$ cat config.mk
export PLATFORM = sky130hd
export DESIGN_NAME = intr_ctrl_flat
export DESIGN_NICKNAME = d
export VERILOG_FILES = /design/src/rtl/intr_ctrl_if.sv /design/src/rtl/intr_ctrl.sv /design/src/flat_wrapper.sv
export SDC_FILE = /design/constraint.sdc
export NUM_CORES = 1
export LEC_CHECK = 0
export ABC_CLOCK_PERIOD_IN_PS = 1400
export BUFFER_PORTS_ARGS = -buffer_cell sky130_fd_sc_hd__clkbuf_2
export CAP_MARGIN = 20
export CORE_MARGIN = 1.5
export CORE_UTILIZATION = 44
export CTS_CLUSTER_SIZE = 8
export DETAILED_ROUTE_END_ITERATION = 8
export PLACE_DENSITY = 0.83
export SETUP_SLACK_MARGIN = 0.3
export SLEW_MARGIN = 25
export SYNTH_ARGS = -nofsm -noshare
export SYNTH_HDL_FRONTEND = slang
export SYNTH_SLANG_ARGS = --single-unit
$ cat constraint.sdc
create_clock -name clk -period 1.4 [get_ports clk]
set_input_delay 0.28 -clock clk [delete_from_list [all_inputs] [get_ports clk]]
set_output_delay 0.28 -clock clk [all_outputs]
set_load 0.05 [all_outputs]
$ cat src/rtl/intr_ctrl_if.sv
// Control-unit side of the 8085 interrupt arbiter: boundary strobe, ack,
// EI/DI/SIM pulses, and the presented request / RIM read-back.
interface intr_ctrl_if #(
    parameter int DATASIZE = 8,
    parameter int ADDRSIZE = 16
);
    logic                sample;
    logic                ack;
    logic                ei;
    logic                di;
    logic                sim_we;
    logic [DATASIZE-1:0] acc;
    logic                irq;
    logic [ADDRSIZE-1:0] ivec;
    logic                inta_cyc;
    logic                inte;
    logic [DATASIZE-1:0] rim_data;

    modport master (
        output sample, ack, ei, di, sim_we, acc,
        input  irq, ivec, inta_cyc, inte, rim_data
    );

    modport slave (
        input  sample, ack, ei, di, sim_we, acc,
        output irq, ivec, inta_cyc, inte, rim_data
    );
endinterface

$ cat src/rtl/intr_ctrl.sv
// 8085 interrupt arbiter: latches TRAP/RST7.5 edges, qualifies level requests,
// presents one prioritised request per instruction boundary and holds it until ack.
//
// state | meaning
// IDLE  | no request presented; a qualified request is granted on sample
// PEND  | irq/ivec/inta_cyc frozen until control acknowledges
module intr_ctrl #(
    parameter int DATASIZE = 8,
    parameter int ADDRSIZE = 16
) (
    input  logic        clk,
    input  logic        rst,
    input  logic        trap_i,
    input  logic        rst75_i,
    input  logic        rst65_i,
    input  logic        rst55_i,
    input  logic        intr_i,
    input  logic        sid_i,
    output logic        sod_o,
    intr_ctrl_if.slave  ctl
);
    typedef enum logic {IDLE, PEND} state_e;
    typedef enum logic [2:0] {SRC_TRAP, SRC_R75, SRC_R65, SRC_R55, SRC_INTR} src_e;

    state_e              state_q;
    src_e                win_q;
    logic                trap_pin_q, r75_pin_q;
    logic                trap_ff_q, ff75_q;
    logic                trap_ff_d, ff75_d;
    logic [2:0]          mask_q;
    logic                inte_q, ei_pend_q, sod_q;
    logic                irq_q, inta_q;
    logic [ADDRSIZE-1:0] ivec_q;

    logic trap_edge, r75_edge, mask_ok, sample_ok, ack_ok;
    logic req_trap, req_75, req_65, req_55, req_intr, req_any;
    logic clr_trap, clr_75;

    assign trap_edge = trap_i & ~trap_pin_q;
    assign r75_edge  = rst75_i & ~r75_pin_q;
    // The sample that consumes a pending EI turns INTE on but grants only TRAP.
    assign mask_ok   = inte_q & ~ei_pend_q;
    assign sample_ok = (state_q == IDLE) & ctl.sample;
    assign ack_ok    = (state_q == PEND) & ctl.ack;

    assign req_trap = trap_ff_q & trap_i;
    assign req_75   = ff75_q & ~mask_q[2] & mask_ok;
    assign req_65   = rst65_i & ~mask_q[1] & mask_ok;
    assign req_55   = rst55_i & ~mask_q[0] & mask_ok;
    assign req_intr = intr_i & mask_ok;
    assign req_any  = req_trap | req_75 | req_65 | req_55 | req_intr;

    assign clr_trap = ack_ok & (win_q == SRC_TRAP);
    assign clr_75   = (ctl.sim_we & ctl.acc[4]) | (ack_ok & (win_q == SRC_R75));
    // A fresh edge always beats a clear in the same cycle.
    assign trap_ff_d = trap_edge | (trap_ff_q & ~clr_trap);
    assign ff75_d    = r75_edge | (ff75_q & ~clr_75);

    always_ff @(posedge clk) begin
        if (rst) begin
            state_q    <= IDLE;
            win_q      <= SRC_TRAP;
            trap_pin_q <= 1'b0;
            r75_pin_q  <= 1'b0;
            trap_ff_q  <= 1'b0;
            ff75_q     <= 1'b0;
            mask_q     <= 3'b111;
            inte_q     <= 1'b0;
            ei_pend_q  <= 1'b0;
            sod_q      <= 1'b0;
            irq_q      <= 1'b0;
            inta_q     <= 1'b0;
            ivec_q     <= '0;
        end else begin
            trap_pin_q <= trap_i;
            r75_pin_q  <= rst75_i;
            trap_ff_q  <= trap_ff_d;
            ff75_q     <= ff75_d;

            if (ctl.sim_we) begin
                if (ctl.acc[3]) mask_q <= ctl.acc[2:0];
                if (ctl.acc[6]) sod_q  <= ctl.acc[7];
            end

            // Later assignments take precedence: DI over ack over EI/sample.
            if (sample_ok && ei_pend_q) begin
                inte_q    <= 1'b1;
                ei_pend_q <= 1'b0;
            end
            if (ctl.ei) ei_pend_q <= 1'b1;
            if (ack_ok) begin
                inte_q    <= 1'b0;
                ei_pend_q <= 1'b0;
            end
            if (ctl.di) begin
                inte_q    <= 1'b0;
                ei_pend_q <= 1'b0;
            end

            case (state_q)
                IDLE: begin
                    if (sample_ok && req_any) begin
                        irq_q   <= 1'b1;
                        state_q <= PEND;
                        inta_q  <= 1'b0;
                        if (req_trap) begin
                            win_q  <= SRC_TRAP;
                            ivec_q <= ADDRSIZE'(16'h0024);
                        end else if (req_75) begin
                            win_q  <= SRC_R75;
                            ivec_q <= ADDRSIZE'(16'h003C);
                        end else if (req_65) begin
                            win_q  <= SRC_R65;
                            ivec_q <= ADDRSIZE'(16'h0034);
                        end else if (req_55) begin
                            win_q  <= SRC_R55;
                            ivec_q <= ADDRSIZE'(16'h002C);
                        end else begin
                            win_q  <= SRC_INTR;
                            ivec_q <= '0;
                            inta_q <= 1'b1;
                        end
                    end
                end
                PEND: begin
                    if (ctl.ack) begin
                        irq_q   <= 1'b0;
                        state_q <= IDLE;
                    end
                end
                default: state_q <= IDLE;
            endcase
        end
    end

    assign ctl.irq      = irq_q;
    assign ctl.ivec     = ivec_q;
    assign ctl.inta_cyc = inta_q;
    assign ctl.inte     = inte_q;
    assign ctl.rim_data = DATASIZE'({sid_i, ff75_q, rst65_i, rst55_i, inte_q, mask_q});
    assign sod_o        = sod_q;
endmodule

$ cat src/flat_wrapper.sv
// flat-port wrapper written by rule: the top's interface ports become plain ports
module intr_ctrl_flat 
#(
    parameter int DATASIZE = 8,
    parameter int ADDRSIZE = 16
)
  (clk, rst, trap_i, rst75_i, rst65_i, rst55_i, intr_i, sid_i, sod_o, ctl_sample, ctl_ack, ctl_ei, ctl_di, ctl_sim_we, ctl_acc, ctl_irq, ctl_ivec, ctl_inta_cyc, ctl_inte, ctl_rim_data);
  intr_ctrl_if #(.DATASIZE(DATASIZE), .ADDRSIZE(ADDRSIZE)) ctl_i ();
  input  logic clk;
  input  logic rst;
  input  logic trap_i;
  input  logic rst75_i;
  input  logic rst65_i;
  input  logic rst55_i;
  input  logic intr_i;
  input  logic sid_i;
  output logic sod_o;
  input wire logic [$bits(ctl_i.sample)-1:0] ctl_sample;
  input wire logic [$bits(ctl_i.ack)-1:0] ctl_ack;
  input wire logic [$bits(ctl_i.ei)-1:0] ctl_ei;
  input wire logic [$bits(ctl_i.di)-1:0] ctl_di;
  input wire logic [$bits(ctl_i.sim_we)-1:0] ctl_sim_we;
  input wire logic [$bits(ctl_i.acc)-1:0] ctl_acc;
  output wire logic [$bits(ctl_i.irq)-1:0] ctl_irq;
  output wire logic [$bits(ctl_i.ivec)-1:0] ctl_ivec;
  output wire logic [$bits(ctl_i.inta_cyc)-1:0] ctl_inta_cyc;
  output wire logic [$bits(ctl_i.inte)-1:0] ctl_inte;
  output wire logic [$bits(ctl_i.rim_data)-1:0] ctl_rim_data;
  assign ctl_i.sample = ctl_sample;
  assign ctl_i.ack = ctl_ack;
  assign ctl_i.ei = ctl_ei;
  assign ctl_i.di = ctl_di;
  assign ctl_i.sim_we = ctl_sim_we;
  assign ctl_i.acc = ctl_acc;
  assign ctl_irq = ctl_i.irq;
  assign ctl_ivec = ctl_i.ivec;
  assign ctl_inta_cyc = ctl_i.inta_cyc;
  assign ctl_inte = ctl_i.inte;
  assign ctl_rim_data = ctl_i.rim_data;
  intr_ctrl #(.DATASIZE(DATASIZE), .ADDRSIZE(ADDRSIZE)) u_core (.clk(clk), .rst(rst), .trap_i(trap_i), .rst75_i(rst75_i), .rst65_i(rst65_i), .rst55_i(rst55_i), .intr_i(intr_i), .sid_i(sid_i), .sod_o(sod_o), .ctl(ctl_i));
endmodule
==> results of run 1 <==
## synth_stat cells, drive strengths merged (2+ instances only)
master,number,area share
a2111oi,2,0.024
inv,3,0.012
o21ai,3,0.015
o41ai,3,0.046
a211o,3,0.028
nor3,3,0.032
a21oi,7,0.036
nand2b,7,0.045
nand2,7,0.027
nor2,2,0.0077
and3,3,0.019
a21o,2,0.015
nand3,3,0.015
buf,21,0.16
nor2b,6,0.049
dfxtp,17,0.35
## power by group through the flow
stage          sequential (mW)  clock [mW]  combinational, mW
2_1_floorplan            0.563           0              0.210
3_3_place_gp             0.527           0              0.259
3_5_place_dp             0.529           0              0.261
4_1_cts                  0.521       0.274              0.303
5_1_grt                  0.524       0.291              0.341
6_report                 0.521       0.268              0.323
## layout by cell type (no fill, tap or decap), types with 3 or more instances in the layout
cell                        count
sky130_fd_sc_hd__clkbuf_16      5
sky130_fd_sc_hd__dfxtp_4        6
sky130_fd_sc_hd__a21oi_1        7
sky130_fd_sc_hd__nand2_1        6
sky130_fd_sc_hd__and3_1         3
sky130_fd_sc_hd__inv_1          3
sky130_fd_sc_hd__nand2b_1       6
sky130_fd_sc_hd__buf_4          7
sky130_fd_sc_hd__dfxtp_1        6
sky130_fd_sc_hd__clkbuf_2      20
sky130_fd_sc_hd__conb_1        12
sky130_fd_sc_hd__clkbuf_4       3
sky130_fd_sc_hd__nor2b_1        4
sky130_fd_sc_hd__buf_8          6
sky130_fd_sc_hd__dfxtp_2        5
## worst max-delay path, stage by stage (launching register included)
cell	delay, ns
sky130_fd_sc_hd__dfxtp_4	0.36
sky130_fd_sc_hd__and2b_2	0.25
sky130_fd_sc_hd__o41ai_1	0.35
sky130_fd_sc_hd__o211ai_1	0.16
sky130_fd_sc_hd__a21oi_1	0.16
## path summary, 6_finish.rpt
kind / startpoint / end / slack, ns / depth (start not counted)
max: u_core.mask_q[2] / u_core.win_q[2] / 0.05 / 4
min: ctl_di / u_core.ei_pend_q / 0.16 / 2
max reg2reg: u_core.mask_q[2] / u_core.win_q[2] / 0.05 / 4
min reg2reg: u_core.r75_pin_q / u_core.ff75_q / 0.48 / 2
## final cells by class
cell class	instances	area, um2	share of cell area
Inverter	3	11.26	0.008086
Clock buffer	3	22.52	0.01617
Tap cell	27	33.78	0.02426
Sequential cell	17	369.1	0.2650
Timing Repair Buffer	41	404.1	0.2902
Multi-Input combinational cell	76	546.8	0.3926
Clock inverter	1	5.005	0.003594
## logic make-up after synthesis
family	after synthesis	share of synthesized area
buf+inv	25	0.1782
other cells	1	0.003842
simple gates	37	0.2436
flops	17	0.3487
compound gates	27	0.2257
## routing by layer
layer / vias up / GRT usage
li1: 424 / -
met1: 420 / 0.2183
met2: 40 / 0.2741
met3: 6 / 0.03636
met4: 0 / 0.06944
met5: - / 0
## per-stage QoR
stage / hold WS (ns) / power [mW] / setup WS [ns] / instance area (um2) / instances
2_1_floorplan: 0.3560 / 0.7735 / 0.1186 / 1033 / 118
6_report: 0.1593 / 1.113 / 0.04773 / 1393 / 168
3_5_place_dp: 0.4568 / 0.7902 / 0.03642 / 1092 / 159
5_1_grt: 0.1749 / 1.155 / 0.002081 / 1393 / 168
3_3_place_gp: 0.4385 / 0.7858 / 0.09171 / 1092 / 159
4_1_cts: 0.1570 / 1.098 / 0.1180 / 1306 / 165
## repair_timing
action                     CTS  global route
pin swaps                    0             4
cloned                       0             0
setup endpoints to repair   21            23
gates resized for setup     35            22
setup buffers                2             3
==> report_table.html, run 1 <==
<table>
<tr><th>Metric</th><th>Value</th></tr>
<tr><th colspan="2">Synthesis</th></tr>
<tr><td>Share of synthesized area occupied by flip-flops and latches</td><td>0.3487</td></tr>
<tr><td>Post-synth EDFFs</td><td>0</td></tr>
<tr><td>Mean area per synthesized cell</td><td>9.121 um2</td></tr>
<tr><td>Flip-flop and latch count after synthesis</td><td>17</td></tr>
<tr><td>Synth warnings</td><td>0</td></tr>
<tr><td>Mapped cell area</td><td>975.9 um2</td></tr>
<tr><td>Async set or reset register ratio after synthesis</td><td>0</td></tr>
<tr><td>Post-synth cell types</td><td>41</td></tr>
<tr><td>Commonest register cell after synthesis</td><td>sky130_fd_sc_hd__dfxtp_1</td></tr>
<tr><td>Number of instances in the synthesized netlist</td><td>107</td></tr>
<tr><th colspan="2">CTS</th></tr>
<tr><td>Clock tree from TritonCTS</td><td>done</td></tr>
<tr><td>Latest clock arrival within the worst-skew pair</td><td>0.29 ns</td></tr>
<tr><td>Number of hold buffers added after CTS</td><td>0</td></tr>
<tr><td>Maximum number of buffers from clock root to sink</td><td>2</td></tr>
<tr><td>Clock H-tree levels</td><td>1</td></tr>
<tr><td>Clock tree root driver cell</td><td>sky130_fd_sc_hd__clkbuf_4</td></tr>
<tr><td>CTS clk-pin slew, worst paths</td><td>0.10 ns</td></tr>
<tr><td>Cts bufs inserted</td><td>3</td></tr>
<tr><td>Sinks on the clock net</td><td>17</td></tr>
<tr><th colspan="2">Die</th></tr>
<tr><td>Initial Utilization</td><td>0.4827</td></tr>
<tr><td>Die Footprint</td><td>2510 um2</td></tr>
<tr><td>Y dimension of the die</td><td>50.10 um</td></tr>
<tr><td>Core ar.</td><td>2022 um2</td></tr>
<tr><td>Die W</td><td>50.10 um</td></tr>
<tr><td>Number of I/O pins</td><td>49</td></tr>
<tr><td>Placement row count</td><td>16</td></tr>
<tr><th colspan="2">STA</th></tr>
<tr><td>Max-slew violation count</td><td>0</td></tr>
<tr><td>Worst Skew</td><td>0.002006 ns</td></tr>
<tr><td>Setup_tns</td><td>0 ns</td></tr>
<tr><td>Final setup violation count</td><td>0</td></tr>
<tr><td>Final clock period utilization by the worst path</td><td>0.9659</td></tr>
<tr><td>Peak Freq</td><td>739.5 MHz</td></tr>
<tr><td>Unrepaired setup endpoints after global routing</td><td>yes</td></tr>
<tr><td>Fin crit period</td><td>1.352 ns</td></tr>
<tr><td>Count of final hold-check violations</td><td>0</td></tr>
<tr><th colspan="2">Power and ir drop</th></tr>
<tr><td>Comb power frac</td><td>0.291</td></tr>
<tr><td>Total internal power</td><td>0.7202 mW</td></tr>
<tr><td>Fraction of power spent switching nets</td><td>0.3528</td></tr>
<tr><td>Switching power</td><td>0.3926 mW</td></tr>
<tr><td>Sequential Power Share</td><td>0.468</td></tr>
<tr><td>Static Leakage</td><td>0.6186 nW</td></tr>
<tr><td>Power per standard cell area</td><td>799.1 nW/um2</td></tr>
<tr><td>Maximum vdd ir drop</td><td>747.7 uV</td></tr>
<tr><td>Clock network fraction of total power</td><td>0.241</td></tr>
<tr><th colspan="2">Critical path</th></tr>
<tr><td>Required time at the endpoint of the critical path</td><td>1.63 ns</td></tr>
<tr><td>Arrival time at the worst endpoint</td><td>1.58 ns</td></tr>
<tr><td>Crit path kind</td><td>reg2reg</td></tr>
<tr><td>Maximum net fanout on the critical path</td><td>3</td></tr>
<tr><td>Crit end category</td><td>flop</td></tr>
<tr><td>Critical path startpoint category</td><td>flop</td></tr>
<tr><th colspan="2">Routing</th></tr>
<tr><td>Highest metal layer with signal wires</td><td>met4</td></tr>
<tr><td>Vias post-DR</td><td>890</td></tr>
<tr><td>WL per Instance</td><td>13.96 um</td></tr>
<tr><td>Antenna-violating nets left</td><td>0</td></tr>
<tr><td>Met2 WL</td><td>1.193 mm</td></tr>
<tr><td>Average via count per standard cell</td><td>5.298</td></tr>
<tr><td>DRC errors left</td><td>0</td></tr>
<tr><td>Met1 wire length</td><td>963 um</td></tr>
<tr><td>Drt first-iter violations</td><td>15</td></tr>
<tr><td>First-pass iteration count of the detailed router</td><td>4</td></tr>
<tr><td>Met3 WL</td><td>143 um</td></tr>
<tr><td>Routed Wire Length</td><td>2.346 mm</td></tr>
<tr><th colspan="2">Global route</th></tr>
<tr><td>Leftover overflow at the end of global routing</td><td>0</td></tr>
<tr><td>Initial antenna violation count</td><td>0</td></tr>
<tr><td>Maximum number of pins on one net before global-route repair</td><td>15</td></tr>
<tr><td>Overall track demand over capacity in global routing</td><td>0.1703</td></tr>
<tr><td>Via count of the first global-routing pass</td><td>732</td></tr>
<tr><td>First-pass GRT wire length</td><td>3.270 mm</td></tr>
<tr><th colspan="2">Finish</th></tr>
<tr><td>Fillers</td><td>176</td></tr>
<tr><td>Final core utilization</td><td>0.6887</td></tr>
<tr><td>Layout area overhead</td><td>42.69%</td></tr>
<tr><td>Nets@finish</td><td>163</td></tr>
<tr><td>Antenna diodes</td><td>0</td></tr>
<tr><td>Layout cells sized above 1</td><td>0.5035</td></tr>
<tr><th colspan="2">Placement</th></tr>
<tr><td>IO buf count</td><td>33</td></tr>
<tr><td>Half-perimeter wire length after placement</td><td>1.472 mm</td></tr>
<tr><td>Final weighted congestion in routability-driven placement</td><td>0.9397</td></tr>
<tr><th colspan="2">Min path</th></tr>
<tr><td>Hold/Removal Path Class</td><td>in2reg</td></tr>
<tr><th colspan="2">Status</th></tr>
<tr><td>Outcome</td><td>finished clean</td></tr>
<tr><th colspan="2">Run</th></tr>
<tr><td>Total of max-cap violations</td><td>0</td></tr>
</table>
Note: power is estimated with default switching activity, not from simulation.
==> run 2, diff against run 1 <==
--- a/config.mk
+++ b/config.mk
@@ -9,10 +9,11 @@
 export BUFFER_PORTS_ARGS = -buffer_cell sky130_fd_sc_hd__clkbuf_2
 export CAP_MARGIN = 20
 export CORE_MARGIN = 1.5
-export CORE_UTILIZATION = 44
+export CORE_UTILIZATION = 46
+export CTS_BUF_LIST = sky130_fd_sc_hd__clkbuf_2
 export CTS_CLUSTER_SIZE = 8
 export DETAILED_ROUTE_END_ITERATION = 8
-export PLACE_DENSITY = 0.83
+export PLACE_DENSITY = 0.86
 export SETUP_SLACK_MARGIN = 0.3
 export SLEW_MARGIN = 25
 export SYNTH_ARGS = -nofsm -noshare
==> report_table.html, run 2 (same netlist as run 1, synthesis figures left out) <==
<table>
<tr><th>Metric</th><th>Value</th></tr>
<tr><th colspan="2">CTS</th></tr>
<tr><td>CTS clk-pin slew, worst paths</td><td>0.17 ns (+0.07 ns)</td></tr>
<tr><td>Maximum number of buffers from clock root to sink</td><td>2 (unchanged)</td></tr>
<tr><td>Cts bufs inserted</td><td>3 (unchanged)</td></tr>
<tr><td>Latest clock arrival within the worst-skew pair</td><td>0.30 ns (about the same)</td></tr>
<tr><td>Clock tree from TritonCTS</td><td>done</td></tr>
<tr><td>Clock H-tree levels</td><td>1 (unchanged)</td></tr>
<tr><td>Clock tree root driver cell</td><td>sky130_fd_sc_hd__clkbuf_2</td></tr>
<tr><td>Sinks on the clock net</td><td>17 (unchanged)</td></tr>
<tr><th colspan="2">Routing</th></tr>
<tr><td>Average via count per standard cell</td><td>5.383 (+1.6%)</td></tr>
<tr><td>Antenna-violating nets left</td><td>0 (unchanged)</td></tr>
<tr><td>Drt first-iter violations</td><td>20 (+5)</td></tr>
<tr><td>Routed Wire Length</td><td>2.350 mm (+0.17%)</td></tr>
<tr><td>WL per Instance</td><td>14.07 um (+0.77%)</td></tr>
<tr><td>DRC errors left</td><td>0 (unchanged)</td></tr>
<tr><td>Vias post-DR</td><td>899 (+1.0%)</td></tr>
<tr><td>First-pass iteration count of the detailed router</td><td>4 (unchanged)</td></tr>
<tr><th colspan="2">Die</th></tr>
<tr><td>Number of I/O pins</td><td>49 (unchanged)</td></tr>
<tr><td>Placement row count</td><td>16 (unchanged)</td></tr>
<tr><td>Die W</td><td>49.06 um (-2.1%)</td></tr>
<tr><td>Y dimension of the die</td><td>49.06 um (-2.1%)</td></tr>
<tr><td>Initial Utilization</td><td>0.4924 (+0.009751)</td></tr>
<tr><td>Core ar.</td><td>1982 um2 (-2.0%)</td></tr>
<tr><td>Die Footprint</td><td>2407 um2 (-4.1%)</td></tr>
<tr><th colspan="2">Finish</th></tr>
<tr><td>Fillers</td><td>155 (-12%)</td></tr>
<tr><td>Leading cell types in the layout, fill and taps excluded</td><td>sky130_fd_sc_hd__clkbuf_2, sky130_fd_sc_hd__conb_1, sky130_fd_sc_hd__nand2_1, sky130_fd_sc_hd__a21oi_1, sky130_fd_sc_hd__buf_4</td></tr>
<tr><td>Nets@finish</td><td>162 (-0.61%)</td></tr>
<tr><td>Layout area overhead</td><td>38.20%</td></tr>
<tr><td>Most frequent standard cell in the layout excluding fill and tap cells</td><td>sky130_fd_sc_hd__clkbuf_2</td></tr>
<tr><td>Antenna diodes</td><td>0 (unchanged)</td></tr>
<tr><td>Layout cells sized above 1</td><td>0.4643 (-0.03926)</td></tr>
<tr><td>Final core utilization</td><td>0.6806 (-0.008182)</td></tr>
<tr><th colspan="2">Min path</th></tr>
<tr><td>Hold/Removal Path Class</td><td>in2reg</td></tr>
<tr><th colspan="2">STA</th></tr>
<tr><td>Max-slew violation count</td><td>0 (unchanged)</td></tr>
<tr><td>Fin crit period</td><td>1.353 ns (+0.0007865 ns)</td></tr>
<tr><td>Unrepaired setup endpoints after global routing</td><td>yes</td></tr>
<tr><td>Count of final hold-check violations</td><td>0 (unchanged)</td></tr>
<tr><td>Peak Freq</td><td>739.1 MHz (about the same)</td></tr>
<tr><td>Final setup margin</td><td>0.04695 ns (-0.0007865 ns)</td></tr>
<tr><td>Final setup violation count</td><td>0 (unchanged)</td></tr>
<tr><td>Final clock period utilization by the worst path</td><td>0.9665 (about the same)</td></tr>
<tr><td>Worst Skew</td><td>0.0005697 ns (-0.001436 ns)</td></tr>
<tr><th colspan="2">Placement</th></tr>
<tr><td>IO buf count</td><td>33 (unchanged)</td></tr>
<tr><td>Post-Place Worst Slack</td><td>0.02614 ns (-0.01028 ns)</td></tr>
<tr><td>Final weighted congestion in routability-driven placement</td><td>0.8895 (-5.3%)</td></tr>
<tr><td>Half-perimeter wire length after placement</td><td>1.592 mm (+8.1%)</td></tr>
<tr><th colspan="2">Critical path</th></tr>
<tr><td>Required time at the endpoint of the critical path</td><td>1.60 ns (-0.03 ns)</td></tr>
<tr><td>Crit end category</td><td>flop</td></tr>
<tr><td>Crit path kind</td><td>reg2reg</td></tr>
<tr><td>Maximum net fanout on the critical path</td><td>4 (+1)</td></tr>
<tr><td>Arrival time at the worst endpoint</td><td>1.55 ns (-0.03 ns)</td></tr>
<tr><td>Critical path startpoint category</td><td>flop</td></tr>
<tr><th colspan="2">Global route</th></tr>
<tr><td>Maximum number of pins on one net before global-route repair</td><td>16 (+1)</td></tr>
<tr><td>Leftover overflow at the end of global routing</td><td>0 (unchanged)</td></tr>
<tr><td>First-pass GRT wire length</td><td>3.622 mm (+11%)</td></tr>
<tr><td>Via count of the first global-routing pass</td><td>844 (+15%)</td></tr>
<tr><td>Initial antenna violation count</td><td>0 (unchanged)</td></tr>
<tr><td>Overall track demand over capacity in global routing</td><td>0.1983 (+0.02806)</td></tr>
<tr><th colspan="2">Run</th></tr>
<tr><td>Total of max-cap violations</td><td>0 (unchanged)</td></tr>
<tr><th colspan="2">Power and ir drop</th></tr>
<tr><td>Total power after layout</td><td>1.062 mW (-4.5%)</td></tr>
<tr><td>Maximum vdd ir drop</td><td>426.1 uV (-43%)</td></tr>
<tr><td>Power per standard cell area</td><td>787.5 nW/um2 (-1.5%)</td></tr>
<tr><td>Static Leakage</td><td>0.6017 nW (-2.7%)</td></tr>
<tr><th colspan="2">Status</th></tr>
<tr><td>Outcome</td><td>finished clean</td></tr>
</table>
-- run 2: final timing paths --
path	endpoint	slack, ns	startpoint	cells past startpoint
max	u_core.ctl.irq	0.05	u_core.mask_q[2]	4
min	u_core.ei_pend_q	0.15	ctl_di	2
max reg2reg	u_core.ctl.irq	0.05	u_core.mask_q[2]	4
min reg2reg	u_core.ctl.ivec[2]	0.49	u_core.ctl.ivec[2]	2
-- run 2: what timing repair did --
| action | in CTS | in global routing |
|---|---|---|
| buffers inserted | 4 | 1 |
| hold buffers | 0 | 0 |
| endpoints found under the setup margin | 22 | 24 |
| gates resized for setup | 36 | 14 |
-- run 2: cell type report --
type / count / area, um2 / area share
clock inverter: 1 / 5.005 / 0.003711
timing repair buffer: 40 / 392.9 / 0.2913
clock buffer: 3 / 15.01 / 0.01113
tap: 27 / 33.78 / 0.02505
inverter: 3 / 11.26 / 0.008349
sequential: 17 / 369.1 / 0.2737
multi-input combinational: 76 / 521.8 / 0.3868
-- run 2: routing by layer --
| metal | GRT usage | vias up | routed length [um] |
|---|---|---|---|
| li1 | - | 424 | - |
| met1 | 0.2169 | 427 | 967 |
| met2 | 0.3514 | 40 | 1235 |
| met3 | 0.03067 | 8 | 83 |
| met4 | 0.1286 | 0 | 63 |
| met5 | 0 | - | 0 |
-- run 2: stage by stage --
stage	cell area (um2)	hold slack [ns]	TNS [ns]	cells
2_1_floorplan	1033	0.3560	0	118
3_3_place_gp	1085	0.4382	0	158
3_5_place_dp	1085	0.4541	0	158
4_1_cts	1309	0.1325	0	166
5_1_grt	1349	0.1231	-0.003522	167
6_report	1349	0.1515	0	167
-- run 2: critical path: stages, from the launching register on --
cell,delay [ns]
sky130_fd_sc_hd__dfxtp_4,0.39
sky130_fd_sc_hd__and2b_1,0.22
sky130_fd_sc_hd__o41ai_4,0.30
sky130_fd_sc_hd__a21o_1,0.25
sky130_fd_sc_hd__a21oi_1,0.09
-- run 2: power breakdown --
part	switching, mW	internal [mW]
combinational	0.208	0.107
sequential	0.0231	0.501
clock	0.159	0.0647
